**src/rtl/stack_pkg.sv**
```systemverilog
// Shared constants and operation encoding for the parameterised LIFO stack.
package stack_pkg;

    localparam int DEFAULT_WIDTH = 8;
    localparam int DEFAULT_DEPTH = 16;

    // Operation actually performed on a clock edge, after rejection rules apply.
    typedef enum logic [1:0] {
        NOP     = 2'd0,
        PUSH    = 2'd1,
        POP     = 2'd2,
        REPLACE = 2'd3
    } stack_op_e;

    // Resolve the raw push/pop requests against the current fill state.
    // Push+pop on an empty stack degrades to a plain push (the pop is the
    // rejected half). Push+pop on a full stack is a replace, not an overflow.
    function automatic stack_op_e decode_op(
        input logic push_s,
        input logic pop_s,
        input logic empty_s,
        input logic full_s
    );
        stack_op_e op_v;
        if (push_s && pop_s && !empty_s) begin
            op_v = REPLACE;
        end else if (push_s && !full_s) begin
            op_v = PUSH;
        end else if (pop_s && !push_s && !empty_s) begin
            op_v = POP;
        end else begin
            op_v = NOP;
        end
        return op_v;
    endfunction

endpackage

```
**src/rtl/stack_mem.sv**
```systemverilog
// DEPTH x WIDTH register array: one synchronous write port, one async read port.
// Contents are intentionally not reset.
module stack_mem #(
    parameter int WIDTH = 8,
    parameter int DEPTH = 16
) (
    input  logic                       clk,
    input  logic                       wr_en,
    input  logic [$clog2(DEPTH)-1:0]   wr_addr,
    input  logic [WIDTH-1:0]           wr_data,
    input  logic [$clog2(DEPTH)-1:0]   rd_addr,
    output logic [WIDTH-1:0]           rd_data
);

    logic [WIDTH-1:0] mem_r [DEPTH];

    // Write the addressed entry when enabled.
    always_ff @(posedge clk) begin
        if (wr_en) begin
            mem_r[wr_addr] <= wr_data;
        end
    end

    assign rd_data = mem_r[rd_addr];

endmodule

```
**src/rtl/param_stack.sv**
```systemverilog
// Parameterised LIFO stack: stack pointer, sticky error flags and op decode.
// Storage lives in stack_mem; top is a combinational peek of the newest entry.
module param_stack
    import stack_pkg::*;
#(
    parameter int WIDTH = DEFAULT_WIDTH,
    parameter int DEPTH = DEFAULT_DEPTH
) (
    input  logic                          clk,
    input  logic                          reset_n,
    input  logic                          clear,
    input  logic                          push,
    input  logic                          pop,
    input  logic [WIDTH-1:0]              data_in,
    output logic [WIDTH-1:0]              data_out,
    output logic [WIDTH-1:0]              top,
    output logic [$clog2(DEPTH+1)-1:0]    count,
    output logic                          empty,
    output logic                          full,
    output logic                          overflow,
    output logic                          underflow
);

    localparam int CW = $clog2(DEPTH + 1);
    localparam int AW = $clog2(DEPTH);
    localparam logic [CW-1:0] DEPTH_C = CW'(DEPTH);
    localparam logic [CW-1:0] ONE_C   = CW'(1);

    logic [CW-1:0]    count_r;
    logic [CW-1:0]    count_nxt_s;
    logic [WIDTH-1:0] data_out_r;
    logic [WIDTH-1:0] data_out_nxt_s;
    logic             overflow_r;
    logic             overflow_nxt_s;
    logic             underflow_r;
    logic             underflow_nxt_s;

    logic             empty_s;
    logic             full_s;
    stack_op_e        op_s;
    logic [CW-1:0]    top_idx_s;
    logic [AW-1:0]    rd_addr_s;
    logic [AW-1:0]    wr_addr_s;
    logic             wr_en_s;
    logic [WIDTH-1:0] rd_data_s;

    assign empty_s   = (count_r == {CW{1'b0}});
    assign full_s    = (count_r == DEPTH_C);
    assign op_s      = decode_op(push, pop, empty_s, full_s);
    assign top_idx_s = count_r - ONE_C;

    stack_mem #(
        .WIDTH (WIDTH),
        .DEPTH (DEPTH)
    ) u_mem (
        .clk     (clk),
        .wr_en   (wr_en_s),
        .wr_addr (wr_addr_s),
        .wr_data (data_in),
        .rd_addr (rd_addr_s),
        .rd_data (rd_data_s)
    );

    // Memory port addressing: read the newest entry, write at count or replace the top.
    always_comb begin
        rd_addr_s = {AW{1'b0}};
        wr_addr_s = {AW{1'b0}};
        wr_en_s   = 1'b0;
        if (empty_s) begin
            rd_addr_s = {AW{1'b0}};
        end else begin
            rd_addr_s = top_idx_s[AW-1:0];
        end
        case (op_s)
            PUSH: begin
                wr_en_s   = !clear;
                wr_addr_s = count_r[AW-1:0];
            end
            REPLACE: begin
                wr_en_s   = !clear;
                wr_addr_s = top_idx_s[AW-1:0];
            end
            default: begin
                wr_en_s   = 1'b0;
                wr_addr_s = {AW{1'b0}};
            end
        endcase
    end

    // Next pointer, popped data and sticky flags; clear overrides every request.
    always_comb begin
        count_nxt_s     = count_r;
        data_out_nxt_s  = data_out_r;
        overflow_nxt_s  = overflow_r;
        underflow_nxt_s = underflow_r;
        if (clear) begin
            count_nxt_s     = {CW{1'b0}};
            overflow_nxt_s  = 1'b0;
            underflow_nxt_s = 1'b0;
        end else begin
            case (op_s)
                PUSH:    count_nxt_s = count_r + ONE_C;
                POP: begin
                    count_nxt_s    = count_r - ONE_C;
                    data_out_nxt_s = rd_data_s;
                end
                REPLACE: data_out_nxt_s = rd_data_s;
                default: count_nxt_s = count_r;
            endcase
            if (push && !pop && full_s) begin
                overflow_nxt_s = 1'b1;
            end else begin
                overflow_nxt_s = overflow_r;
            end
            if (pop && empty_s) begin
                underflow_nxt_s = 1'b1;
            end else begin
                underflow_nxt_s = underflow_r;
            end
        end
    end

    // State registers; reset empties the stack but leaves memory contents alone.
    always_ff @(posedge clk or negedge reset_n) begin
        if (!reset_n) begin
            count_r     <= {CW{1'b0}};
            data_out_r  <= {WIDTH{1'b0}};
            overflow_r  <= 1'b0;
            underflow_r <= 1'b0;
        end else begin
            count_r     <= count_nxt_s;
            data_out_r  <= data_out_nxt_s;
            overflow_r  <= overflow_nxt_s;
            underflow_r <= underflow_nxt_s;
        end
    end

    assign data_out  = data_out_r;
    assign count     = count_r;
    assign empty     = empty_s;
    assign full      = full_s;
    assign overflow  = overflow_r;
    assign underflow = underflow_r;
    assign top       = empty_s ? {WIDTH{1'b0}} : rd_data_s;

endmodule

```
**config.mk**
```make
export PLATFORM = sky130hd
export DESIGN_NAME = param_stack
export DESIGN_NICKNAME = d
export VERILOG_FILES = /design/src/rtl/stack_pkg.sv /design/src/rtl/stack_mem.sv /design/src/rtl/param_stack.sv
export SDC_FILE = /design/constraint.sdc
export NUM_CORES = 1
export LEC_CHECK = 0
export ABC_AREA = 0
export CORE_MARGIN = 5
export CORE_UTILIZATION = 45
export DETAILED_ROUTE_END_ITERATION = 10
export GPL_ROUTABILITY_DRIVEN = 0
export PLACE_DENSITY_LB_ADDON = 0.05
export RECOVER_POWER = 50
export SLEW_MARGIN = 10
export SYNTH_ARGS = -nofsm -noshare
export SYNTH_HDL_FRONTEND = slang
export SYNTH_SLANG_ARGS = --single-unit
```
**constraint.sdc**
```tcl
create_clock -name clk -period 4.2 [get_ports clk]
set_clock_uncertainty 0.15 [all_clocks]
set_input_delay 1.26 -clock clk [delete_from_list [all_inputs] [get_ports clk]]
set_output_delay 1.26 -clock clk [all_outputs]
set_load 0.02 [all_outputs]
```
==> Yosys cells after proc, flatten, opt, wreduce, memory -nomap -nowiden <==
Memory sizes are Yosys's and may differ from the RTL's.
Index checks and enable logic that the tools add are counted.
{ "totals": {"register_bits": 15, "ramBits": 128, "in_bits": 13, "out_inout_bits": 25, "wordCells": 47, "n_memories": 1} }
{ "classes": {"add_sub_neg": 2, "eq_ne": 4, "n_mux": 15, "bitwise_logic": 1, "reduce_logical": 20} }
{ "memory_table": {"columns": ["memory", "words", "word_bits", "read_ports", "rd_ports_with_merged_regs", "wr", "line_no", "source"], "rows": [
  ["u_mem.mem_r", 16, 8, 1, 0, 1, "stack_mem.sv:15", "logic [WIDTH-1:0] mem_r [DEPTH];"]
]} }
{ "op_table": {"columns": ["op", "count"], "rows": [
  ["case mux 5 bit (2 select lines)", 1],
  ["logical AND 1 bit", 8],
  ["two-way mux 8 bit", 1],
  ["case mux 4 bit (2 select lines)", 1],
  ["two-way mux 1 bit", 7],
  ["two-way mux 2 bit", 3],
  ["adder 5 x 1 -> 5 bit, second input constant", 1],
  ["== test 5 bit, second input constant", 1],
  ["zero test 1 bit", 5],
  ["zero test 5 bit", 1],
  ["two-way mux 5 bit", 1],
  ["subtractor 5 x 1 -> 5 bit, second input constant", 1],
  ["== test 2 bit, second input constant", 2],
  ["two-way mux 4 bit", 1],
  ["nonzero test 2 bit", 2],
  ["OR reduction 2 bit", 2],
  ["nonzero test 3 bit", 1],
  ["== test 2 x 1 -> 1 bit, second input constant", 1],
  ["AND reduction 2 bit", 1],
  ["inverter 1 bit", 1]
]} }

==> Longest topological paths before layout <==
{ "depth": {"depth_word": 11, "ltp_mapped": 13, "mapped_depth_nobuf": 9} }

==> By module <==
From an unflattened synthesis, not the netlist that was laid out.
{ "unflattened": {"hier_cells": 331, "hier_area_um2": 6044.5} }
{ "by_module_without_submodules": {"columns": ["mod", "n_inst", "cells_per_inst", "area_each_um2", "seq_area_each_um2"], "rows": [
  ["stack_mem", 1, 221, 4987.3, 3843.7],
  ["param_stack", 1, 110, 1057.3, 375.4]
]} }

==> Worst setup path before layout <==
Ideal clock, no wire load.
{ "synth_timing": {"kind": "register -> output", "start": "register count_r[0] (netlist: count[0])", "end": "output top[4]", "arrival_time_ns": 3.146, "required_time_ns": 2.790, "path_slack_ns": -0.356, "stages_incl_launch_ff": 13, "cell_sequence": "dfrtp_1 buf_2 inv_2 buf_1 ha_1 or4b_4 buf_2 nand2_1 buf_2 a21oi_1 a22oi_1 nand3_1 a311oi_1"} }
{ "synth_via": {"elab_chain_len": 4} }
{ "synth_lines": {"columns": ["item", "line_no", "source"], "rows": [
  ["start, declared", "param_stack.sv:29", "logic [CW-1:0] count_r;"],
  ["start signal, assigned", "param_stack.sv:126", "count_r <= {CW{1'b0}};"],
  ["start signal, assigned", "param_stack.sv:131", "count_r <= count_nxt_s;"],
  ["subtractor 5 x 1 -> 5 bit / zero test 5 bit (equally long branches)", null, null],
  ["two-way mux 4 bit", "param_stack.sv:69", "if (empty_s) begin"],
  ["memory (16 x 8 bit)", null, null],
  ["two-way mux 8 bit (*)", "param_stack.sv:144", "assign top = empty_s ? {WIDTH{1'b0}} : rd_data_s;"],
  ["end, declared", "param_stack.sv:16", "output logic [WIDTH-1:0] top,"]
]} }
Every way passes the cells marked *; elsewhere a longest branch is shown, timed or not.

==> Worst setup path after layout <==
{ "layout_timing": {"start": "register count_r[1] (netlist: count[1])", "end": "output top[6]"} }
The elaborated chain is that of the path after synthesis.

==> impl_metrics.yaml <==
cts:
  hold_buffers: 0
  clockRootBuffer: "clkbuf_16"
  cts_made_buffers: 17
  clockBufferDepth: 2
  cts.clk_slew.worst_paths_ns: 0.06
  htree_levels: 4
  clock_sinks: 143
  cts_tree: "built"
  clock_latency_ns: 0.42
sta:
  tightest_slew_ns: 0.788
  setup_viol: 2
  fin_ws_ns: -0.0269
  fmax_ghz: 0.237
  fin_crit_sh: 1.01
  layout_min_cycle_time_ns: 4.23
  slew_headroom: 0.473
  slew_violations: 0
  rsz0062_at_grt: "true"
  hold_viol_final: 0
  hold_ws_ns: 0.337
global_route:
  grt_max_degree: 28
  grt_overflow: 0
  antenna_found_initial: 0
  grt_pass1_vias: 4338
  track_usage: 0.212
  grt_pass1_wl_um: 25800
critical_path:
  critPathSlowestCell: "or4b_4"
  startpoint: "count[1]"
  start_kind: "flip-flop"
  required_ns: 2.79
  timing.rr.end: "data_out[6]"
  crit-reg2reg-launch: "count[1]"
  r2r_slack_ns: 0.12
  crit_type: "flip-flop to output pin"
  path_cells: "inv_2 > ha_4 > or4b_4 > inv_4 > nor2_4 > buf_8 > mux2_4 > o22a_1 > nand4_1 > buf_4 > nor3_4 > buf_6"
  r2r_cells: 24
  cp_max_fo: 7
  endpoint_kind: "output pin"
  slowest_delay_ns: 0.50
  crit_arrival_ns: 2.82
floorplan:
  io_pins: 38
  core_region_area_mm2: 0.0137
  fp.dieArea_mm2: 0.0163
  rows: 43
  start_util: 0.454
  die_x_um: 128
  die_h_um: 128
min_path:
  min_to: "data_out[3]"
  hp-start: "data_out[3]"
  hold_class: "flip-flop to flip-flop"
  min_path_cells: 2
routing:
  ant_nets: 0
  routed_wl_um: 16600
  viasPerCell: 5.39
  drtIter0Drc: 380
  firstDrtPassIters: 4
  avgRoutedWirePerCell_um: 20.5
  drc_errors: 0
  vias: 4369
place:
  hpwl_um: 11400
  dpl.cell_count: 752
  preCtsSetupSlack_ns: -0.181
  port_buffers: 37
logic_synthesis:
  synth_top_area_frac: 0.617
  synthArstFlopShare: 0.105
  syn-cell-area_mm2: 0.00623
  syn-instance-count: 478
  synth-adder-area-share: 0.00603
  synth-compound-area-share: 0.0966
  synthDistinctLibCells: 52
  ys_seq_elements: 143
  synth_area_leaders: "edfxtp_1, dfrtp_1, nand2_1, mux2i_1, a21oi_1"
  synth_mux_area_frac: 0.0518
  ys_seq_area_frac: 0.677
  ys.warnings.count: 0
  yosys.area.top_type: "edfxtp_1"
  synth_xor_area_frac: 0.00964
  yosysMostFrequentCell: "edfxtp_1"
  ys.flop_type: "edfxtp_1"
  synthTopCellsByCount: "edfxtp_1, nand2_1, a21oi_1, nor2_1, nand3_1"
  syn_nets: 494
  yosys.area_share.simple: 0.132
  synth_top_family_by_area: "simple AND/OR/NAND/NOR gates"
  synth_edf_count: 128
  syn_avg_cell_area_um2: 13.0
outcome:
  violations: "setup timing"
  status: "finished with violations"
finish:
  drive_above_1_share: 0.311
  num_antenna_cells: 0
  nNetsFinal: 633
  area_growth_pct: 34.5
  fin_cells: 810
flow_run:
  cap_violations: 0
-- cells by family (layout without fill, tap and decap cells) --
kind of cell               Yosys count  after routing
buffers and inverters               32            184
and+or+nand+nor                    169            169
adders and majority gates            3              3
muxes                               30             30
AOI/OAI and AO/OA                   95             95
DFF                                143            143
xor gates and xnor gates             6              6
-- how the worst max path moves through the flow --
stage / to / slack [ns] / cells past startpoint
4_1_cts: top[6] / -0.04 / 12
2_1_floorplan: top[4] / -0.01 / 12
5_1_grt: top[6] / -0.14 / 12
3_3_place_gp: top[3] / -0.23 / 12
6_report: top[6] / -0.03 / 12
3_5_place_dp: top[3] / -0.18 / 12
-- cell usage in the layout, fill, tap and decap left out, drive strengths merged, types with 2 or more instances in the layout --
master         netlist  final
a211oi               8      8
a21oi               27     27
a221o                2      2
a22oi                3      3
a2bb2oi              4      4
a311oi               2      2
a31oi                7      7
and2                 4      4
and3                 4      4
buf                 19    114
bufinv               0      2
clkbuf               6     20
clkdlybuf4s50        0     19
clkinv               0      6
clkinvlp             0      3
dfrtp               15     15
dlygate4sd3          0     10
edfxtp             128    128
ha                   3      3
inv                  7     10
mux2                12     12
mux2i               18     18
nand2               62     62
nand2b               4      4
nand3               23     23
nand3b               2      2
nand4                9      9
nor2                28     28
nor2b                4      4
nor3                15     15
nor4                 6      6
o21ai               27     27
o221ai               8      8
o31ai                3      3
or3                  2      2
xnor2                3      3
xor2                 3      3
-- what timing repair did --
item	4_1_cts	5_1_grt
buffers inserted	22	6
pin swaps	21	16
gates resized for setup	69	31
setup endpoints to repair	8	9
gates cloned	1	0
-- area by class of cell --
type / count / area, um^2
Multi-Input combinational cell: 303 / 2080
Clock inverter: 14 / 139
Inverter: 7 / 28.8
Fill cell: 1096 / 5340
Clock buffer: 18 / 429
Tap cell: 180 / 225
Timing Repair Buffer: 145 / 1250
Sequential cell: 143 / 4220
-- flip-flops by register name, indices dropped and copies added (netlist names) --
signal and cells:
data_out 8, count 5, underflow 1, u_mem.mem_r 128
overflow 1
-- metal layers --
layer	routed length (um)	GRT usage
met1	7630	0.304
met2	7760	0.326
met3	1060	0.0467
met4	165	0.0668
met5	0	0
-- critical path, delay by kind of cell, from the launching register on --
kind | cells | cell delay [ns]
simple gates | 4 | 0.73
buf+inv | 5 | 0.61
flops | 1 | 0.39
mux | 1 | 0.30
compound gates | 1 | 0.24
fa+ha+maj | 1 | 0.13
-- per-stage QoR --
step            util  TNS (ns)  instance area [um^2]
6_report       0.611   -0.0356                  8380
5_1_grt        0.611    -0.730                  8380
2_1_floorplan      -   -0.0101                  6300
3_5_place_dp   0.539    -0.794                  7390
4_1_cts        0.601    -0.124                  8250
3_3_place_gp   0.539    -0.700                  7390
Power is left out: the tool's default activity adds up to more than one toggle a clock period on the data nets, which glitch-free logic cannot reach.
